<file path="config.mk">
export PLATFORM = sky130hd
export DESIGN_NAME = fir_sequencer
export DESIGN_NICKNAME = d
export VERILOG_FILES = /design/src/rtl/fir_sequencer.sv
export SDC_FILE = /design/constraint.sdc
export NUM_CORES = 1
export LEC_CHECK = 0
export CORE_MARGIN = 4
export CORE_UTILIZATION = 43
export CTS_CLUSTER_SIZE = 10
export DETAILED_ROUTE_END_ITERATION = 16
export PLACE_DENSITY_LB_ADDON = 0.1
export SLEW_MARGIN = 10
export SYNTH_ARGS = -nofsm -noshare
export SYNTH_HDL_FRONTEND = slang
export SYNTH_SLANG_ARGS = --single-unit
export TNS_END_PERCENT = 100
</file>
<file path="constraint.sdc">
create_clock -name clk -period 2.7 [get_ports clk]
set_clock_uncertainty 0.15 [all_clocks]
set_input_delay 0.54 -clock clk [delete_from_list [all_inputs] [get_ports clk]]
set_output_delay 0.54 -clock clk [all_outputs]
set_load 0.05 [all_outputs]
</file>
<file path="src/rtl/fir_sequencer.sv">
// fir_sequencer: upstream control stage for a 16-tap FIR core.
//
// Accepts a full coefficient set, then one sample at a time, on valid/ready streams. It drives
// the core's wind/load/in_valid/data pins and captures the core result into a one-entry buffer
// presented on a valid/ready output stream. A watchdog aborts a sample if the core never answers.
//
// Ports
//   clk, rst_n                 clock (rising edge), synchronous active-low reset
//   cfg_clear                  pulse: drop coefficients and any pending work, back to unconfigured
//   coef_valid/ready/data      coefficient input stream (ready only while unconfigured)
//   smp_valid/ready/data       sample input stream (ready only while idle and configured)
//   res_valid/ready/data       result output stream (one-entry buffer)
//   coef_loaded                full coefficient set present
//   err_timeout                sticky: core did not raise out_valid in time
//   fir_rst/wind/load/in_valid/data   registered drive to the core
//   fir_out_valid, fir_out     core result
module fir_sequencer #(
    parameter int unsigned TAPS       = 16,
    parameter int unsigned VLD_CYCLES = 4,
    parameter int unsigned TIMEOUT    = 16
) (
    input  logic        clk,
    input  logic        rst_n,
    input  logic        cfg_clear,
    input  logic        coef_valid,
    output logic        coef_ready,
    input  logic [15:0] coef_data,
    input  logic        smp_valid,
    output logic        smp_ready,
    input  logic [15:0] smp_data,
    output logic        res_valid,
    input  logic        res_ready,
    output logic [15:0] res_data,
    output logic        coef_loaded,
    output logic        err_timeout,
    output logic        fir_rst,
    output logic        fir_wind,
    output logic        fir_load,
    output logic        fir_in_valid,
    output logic [15:0] fir_data,
    input  logic        fir_out_valid,
    input  logic [15:0] fir_out
);

    localparam int unsigned CntW = $clog2(TAPS) + 1;
    localparam int unsigned TmrW = $clog2(TIMEOUT) + 1;

    typedef enum logic [2:0] {
        StUncfg,
        StIdle,
        StLoad,
        StFire,
        StWait,
        StHold
    } state_e;

    state_e            state_q, state_d;
    logic [CntW-1:0]   coef_cnt_q, coef_cnt_d;
    logic [TmrW-1:0]   timer_q, timer_d;
    logic              fir_rst_q, fir_rst_d;
    logic              fir_wind_q, fir_wind_d;
    logic              fir_load_q, fir_load_d;
    logic              fir_in_valid_q, fir_in_valid_d;
    logic [15:0]       fir_data_q, fir_data_d;
    logic              res_valid_q, res_valid_d;
    logic [15:0]       res_data_q, res_data_d;
    logic              coef_loaded_q, coef_loaded_d;
    logic              err_timeout_q, err_timeout_d;

    assign coef_ready = (state_q == StUncfg);
    assign smp_ready  = (state_q == StIdle);

    always_comb begin
        state_d       = state_q;
        coef_cnt_d    = coef_cnt_q;
        timer_d       = timer_q;
        fir_rst_d     = 1'b0;
        fir_wind_d    = 1'b0;
        fir_load_d    = 1'b0;
        fir_data_d    = fir_data_q;
        res_valid_d   = res_valid_q;
        res_data_d    = res_data_q;
        coef_loaded_d = coef_loaded_q;
        err_timeout_d = err_timeout_q;

        if (cfg_clear) begin
            // Any handshake in this cycle is discarded; the core is reset for one cycle.
            state_d       = StUncfg;
            coef_cnt_d    = '0;
            coef_loaded_d = 1'b0;
            res_valid_d   = 1'b0;
            fir_rst_d     = 1'b1;
        end else begin
            unique case (state_q)
                StUncfg: begin
                    if (coef_valid) begin
                        fir_wind_d = 1'b1;
                        fir_data_d = coef_data;
                        coef_cnt_d = coef_cnt_q + 1'b1;
                        if (coef_cnt_q == CntW'(TAPS - 1)) begin
                            state_d       = StIdle;
                            coef_loaded_d = 1'b1;
                        end
                    end
                end
                StIdle: begin
                    if (smp_valid) begin
                        fir_load_d = 1'b1;
                        fir_data_d = smp_data;
                        state_d    = StLoad;
                    end
                end
                StLoad: begin
                    state_d = StFire;
                    timer_d = '0;
                end
                StFire, StWait: begin
                    // A result arriving on the last allowed cycle still wins over the abort.
                    if (fir_out_valid) begin
                        res_data_d  = fir_out;
                        res_valid_d = 1'b1;
                        state_d     = StHold;
                    end else if (timer_q == TmrW'(TIMEOUT - 1)) begin
                        err_timeout_d = 1'b1;
                        state_d       = StIdle;
                    end else begin
                        timer_d = timer_q + 1'b1;
                        if (state_q == StFire && timer_q == TmrW'(VLD_CYCLES - 1)) begin
                            state_d = StWait;
                        end
                    end
                end
                StHold: begin
                    if (res_ready) begin
                        res_valid_d = 1'b0;
                        state_d     = StIdle;
                    end
                end
                default: state_d = StUncfg;
            endcase
        end

        // in_valid is high exactly while the next state is the firing phase.
        fir_in_valid_d = (state_d == StFire);
    end

    always_ff @(posedge clk) begin
        if (!rst_n) begin
            state_q        <= StUncfg;
            coef_cnt_q     <= '0;
            timer_q        <= '0;
            fir_rst_q      <= 1'b1;
            fir_wind_q     <= 1'b0;
            fir_load_q     <= 1'b0;
            fir_in_valid_q <= 1'b0;
            fir_data_q     <= '0;
            res_valid_q    <= 1'b0;
            res_data_q     <= '0;
            coef_loaded_q  <= 1'b0;
            err_timeout_q  <= 1'b0;
        end else begin
            state_q        <= state_d;
            coef_cnt_q     <= coef_cnt_d;
            timer_q        <= timer_d;
            fir_rst_q      <= fir_rst_d;
            fir_wind_q     <= fir_wind_d;
            fir_load_q     <= fir_load_d;
            fir_in_valid_q <= fir_in_valid_d;
            fir_data_q     <= fir_data_d;
            res_valid_q    <= res_valid_d;
            res_data_q     <= res_data_d;
            coef_loaded_q  <= coef_loaded_d;
            err_timeout_q  <= err_timeout_d;
        end
    end

    assign fir_rst      = fir_rst_q;
    assign fir_wind     = fir_wind_q;
    assign fir_load     = fir_load_q;
    assign fir_in_valid = fir_in_valid_q;
    assign fir_data     = fir_data_q;
    assign res_valid    = res_valid_q;
    assign res_data     = res_data_q;
    assign coef_loaded  = coef_loaded_q;
    assign err_timeout  = err_timeout_q;

endmodule
</file>
==> results.md <==
Status:
- The run finished with clean final reports.

Hold path:
- The path type of the worst min-delay path is reg2reg.
- The terminating pin of the worst hold path is res_data[4].
- The worst hold path passes through 2 cells.
- The hold path startpoint is res_data[4].

Global routing:
- The total overflow left after global routing is 0.
- The via count of the first global-routing pass is 1966.
- The met1 capacity usage during global routing is around 21%.
- In this run the most used layer during global routing was met2.
- The pin count of the biggest net entering global routing is between 50 and 60.
- The met2 track utilization from global routing is 26.84%.
- The global-route met3 utilization is 8.026%.
- The global-route wire length before repair is 9.052 mm.
- The total routing usage reported by global routing is 17.23%.
- The initial antenna violation count is 0.

Setup path:
- The signal on the critical path passes through nor3_1 > clkdlybuf4s50_1.
- The type of destination of the critical path is an output pin.
- The critical-path cell with the highest stage delay is sky130_fd_sc_hd__clkdlybuf4s50_1.
- In this run the register-to-register setup slack is 0.55 ns.
- The kind of start point of the critical path is a register.
- The start of the worst register-to-register path is timer_q[0].
- At the worst endpoint, the required time is 2.01 ns.
- The largest stage delay on the critical path is between 0.8 and 0.9 ns.
- Of all nets on the critical path, the largest fanout is 10.
- The endpoint identified for the worst register-to-register timing path is timer_q[3].
- The critical path data arrival time is 1.83 ns.
- The worst setup path is of the reg2out kind.
- Measured in cells, the most critical reg-to-reg path has a length of 8.

Final layout:
- The library cell used most frequently in the layout, excluding fill and tap cells, is sky130_fd_sc_hd__clkdlybuf4s50_1.
- The post-synthesis to final-layout area growth is 47.89%.
- Leaving out fill and tap cells, the most frequent cells in the layout are sky130_fd_sc_hd__clkdlybuf4s50_1 (93), sky130_fd_sc_hd__dfxtp_1 (52), sky130_fd_sc_hd__nand2_1 (39), sky130_fd_sc_hd__o21ai_0 (21).
- The net count of the finished layout is 411.
- In the final layout, the share of cells above drive strength 1 is ~7.6%.
- The number of inserted diodes is 0.

Route:
- Before antenna repair, the detailed router went through 4 iterations.
- The average detailed-routed wire length per instance is approximately 13 µm.
- The number of DRC violations after detailed routing is 0.
- The total via count after detailed routing is 2115.
- The number of antenna-violating nets in the routed design is 0.
- For this block, the routed nets add up to 5.585 mm of wire.
- The detailed-route vias per instance is approximately 5.
- The DRC marker count from the first detailed-route iteration is 56.

Floorplanning:
- The placeable core area is 0.005238 mm².
- For this configuration, the core starts out at a cell density of 45.25%.
- The die covers between 0.006 and 0.007 mm².
- The boundary pin count is 96.
- Row generation in the floorplan step produced 26 rows.
- The die width is 82.24 µm.
- The height of the die is between 80 and 90 µm.

Clock tree:
- The CTS buffer count is 5.
- At the later pin of the worst-skew pair, clock insertion delay measures 0.30 ns.
- Buffers inserted to repair hold after CTS numbered 0.
- The longest clock path from root to sink contains 2 buffers.
- Post-CTS repair changed the size of 0 cells.
- The clock transition at the registers of the reported paths is approximately 0.1 ns.
- The clock tree root buffer cell is sky130_fd_sc_hd__clkbuf_8.
- TritonCTS built the clock tree.
- The H-tree generated during clock tree synthesis spans 2 levels.
- Buffers added to address setup during post-CTS repair amount to 0.
- The clock net sink count is 52.

Synth:
- Counting distinct cell types in the post-synthesis netlist gives 47.
- In this run, synthesis produced a sequential element count of between 50 and 60.
- The number of enable flip-flop cells after synthesis is 0.
- When the netlist entered floorplanning its net count stood at about 320.
- The yosys synthesis warning count is 0.
- After synthesis, the largest area contributor takes up 43.93% of total cell area.
- For this run, the leading register cell type out of synthesis is sky130_fd_sc_hd__dfxtp_1.
- The share of flip-flops with an asynchronous set or reset is 0%.
- The synthesized design spends more area on one cell type than any other, namely sky130_fd_sc_hd__dfxtp_1.
- By area the synthesized netlist is led by sky130_fd_sc_hd__dfxtp_1 (44%), sky130_fd_sc_hd__mux2i_1 (7.2%), sky130_fd_sc_hd__o211a_1 (6.8%).
- Sequential elements use 43.93% of the synthesized area.
- In the synthesized netlist, the number of instances is 260.
- The mapped netlist covers 0.002370 mm².
- The average instance in the mapped netlist occupies roughly 9.1 µm².

STA:
- Derived from the worst setup path, the maximum achievable clock frequency is about 400 MHz.
- The part of the cycle the worst path needs is 93.48%.
- Setup repair after global routing left no endpoint under its margin.
- At the pin with the least slew margin, the transition time is approximately 0.53 ns.
- The hold violation count in the final report was 0.
- The worst path meets setup with 0.1760 ns of slack.
- The count of final max-slew check failures is 0.
- Headroom to the max-slew limit came out at 64.49%.
- After routing, the total negative slack on setup checks comes to 0 ns.
- Setup violations remaining at the end of the flow were counted as 0.
- The routed design could run at a clock period as short as around 2.5 ns.

Power and ir drop:
- VDD sags by at most around 0.26 mV.
- In this run the power density over the cells is 428.7 mW/mm².
- Summed over all cells, the static leakage comes to 0.001365 µW.

Place:
- During placement, the flow inserted port buffers numbering 95.
- The global placer's final weighted congestion is 0.8259.
- The HPWL reported at the end of detailed placement is just over 4 mm.
- Before CTS, the worst setup slack after placement is 0.3234 ns.

Run:
- Max-cap violations in this run came to 0.
## cell families (layout without fill, tap and decap cells)
| group | after synthesis | after routing | share of synthesized area (%) |
|---|---|---|---|
| xor+xnor | 3 | 3 | 1.109 |
| compound gates | 63 | 63 | 19.27 |
| buf+inv | 27 | 120 | 5.808 |
| fa+ha+maj | 4 | 4 | 2.112 |
| simple gates | 94 | 94 | 20.59 |
| flops | 52 | 52 | 43.93 |
| mux | 17 | 17 | 7.180 |
## layout make-up
type                    count  area [µm²]
multi-input cells         181        1196
flip-flops and latches     52        1041
repair buffers            105        1056
clock buffers               6       82.58
well taps                  70       87.58
clock inverters             2       15.01
inverters                   7       26.28
fillers                   446        1733
## power breakdown
group	switching (µW)	internal, µW
clock network	252	208
logic	122	126
registers	9.48	785
total	383	1120
## registers in the layout, indices dropped and copies added, names as in the netlist
| register | flops |
|---|---|
| res_data | 16 |
| timer_q | 5 |
| fir_rst | 1 |
| state_q | 3 |
| res_valid | 1 |
| coef_cnt_q | 5 |
| fir_data | 16 |
| fir_in_valid | 1 |
| coef_loaded | 1 |
| fir_load | 1 |
| err_timeout | 1 |
| fir_wind | 1 |
## per-stage QoR
stage	utilization, %	hold slack, ns	instance area, µm²	total power (µW)	instances
floorplan	-	0.2941	2370	932.8	260
global placement	65.05	0.2856	3407	1060	415
detailed placement	65.05	0.2910	3407	1062	415
CTS	66.91	0.3050	3505	1534	423
global route	66.91	0.3189	3505	1578	423
finish	66.91	0.3024	3505	1503	423
## layer usage
layer | vias up | part of all wire (%) | wire length, µm
li1 | 1105 | - | -
met1 | 941 | 42 | 2353
met2 | 64 | 47 | 2598
met3 | 5 | 10 | 577
met4 | 0 | 1.0 | 56
met5 | - | 0 | 0
## worst max-delay path by stage
stage	start	endpoint	cells after the start
6_report	state_q[2]	coef_ready	2
3_5_place_dp	coef_valid	fir_data[0]	6
4_1_cts	state_q[2]	coef_ready	2
2_1_floorplan	state_q[0]	coef_ready	3
3_3_place_gp	coef_valid	fir_data[3]	6
5_1_grt	state_q[2]	coef_ready	2
## cell usage after synthesis (2+ instances only)
library cell and n:
sky130_fd_sc_hd__ha_1 4, sky130_fd_sc_hd__a21oi_1 10, sky130_fd_sc_hd__a31oi_1 2, sky130_fd_sc_hd__nor4b_1 2, sky130_fd_sc_hd__xor2_1 2, sky130_fd_sc_hd__buf_4 6
sky130_fd_sc_hd__buf_2 3, sky130_fd_sc_hd__nand3_1 17, sky130_fd_sc_hd__nor3b_1 3, sky130_fd_sc_hd__nor2_1 11, sky130_fd_sc_hd__o21ai_0 21, sky130_fd_sc_hd__nand3b_1 2
sky130_fd_sc_hd__dfxtp_1 52, sky130_fd_sc_hd__a21boi_1 2, sky130_fd_sc_hd__or3_1 4, sky130_fd_sc_hd__clkbuf_1 8, sky130_fd_sc_hd__o211a_1 16, sky130_fd_sc_hd__inv_1 7
sky130_fd_sc_hd__mux2i_1 17, sky130_fd_sc_hd__nand2_1 39, sky130_fd_sc_hd__clkbuf_2 2, sky130_fd_sc_hd__and3_1 2, sky130_fd_sc_hd__nor3_1 4
## critical path, delay by kind of cell (launching register included)
family        cells  cell delay, ns
buf+inv           1            0.85
simple gates      1            0.27
flops             1            0.41
(Power assumes the default switching activity.)
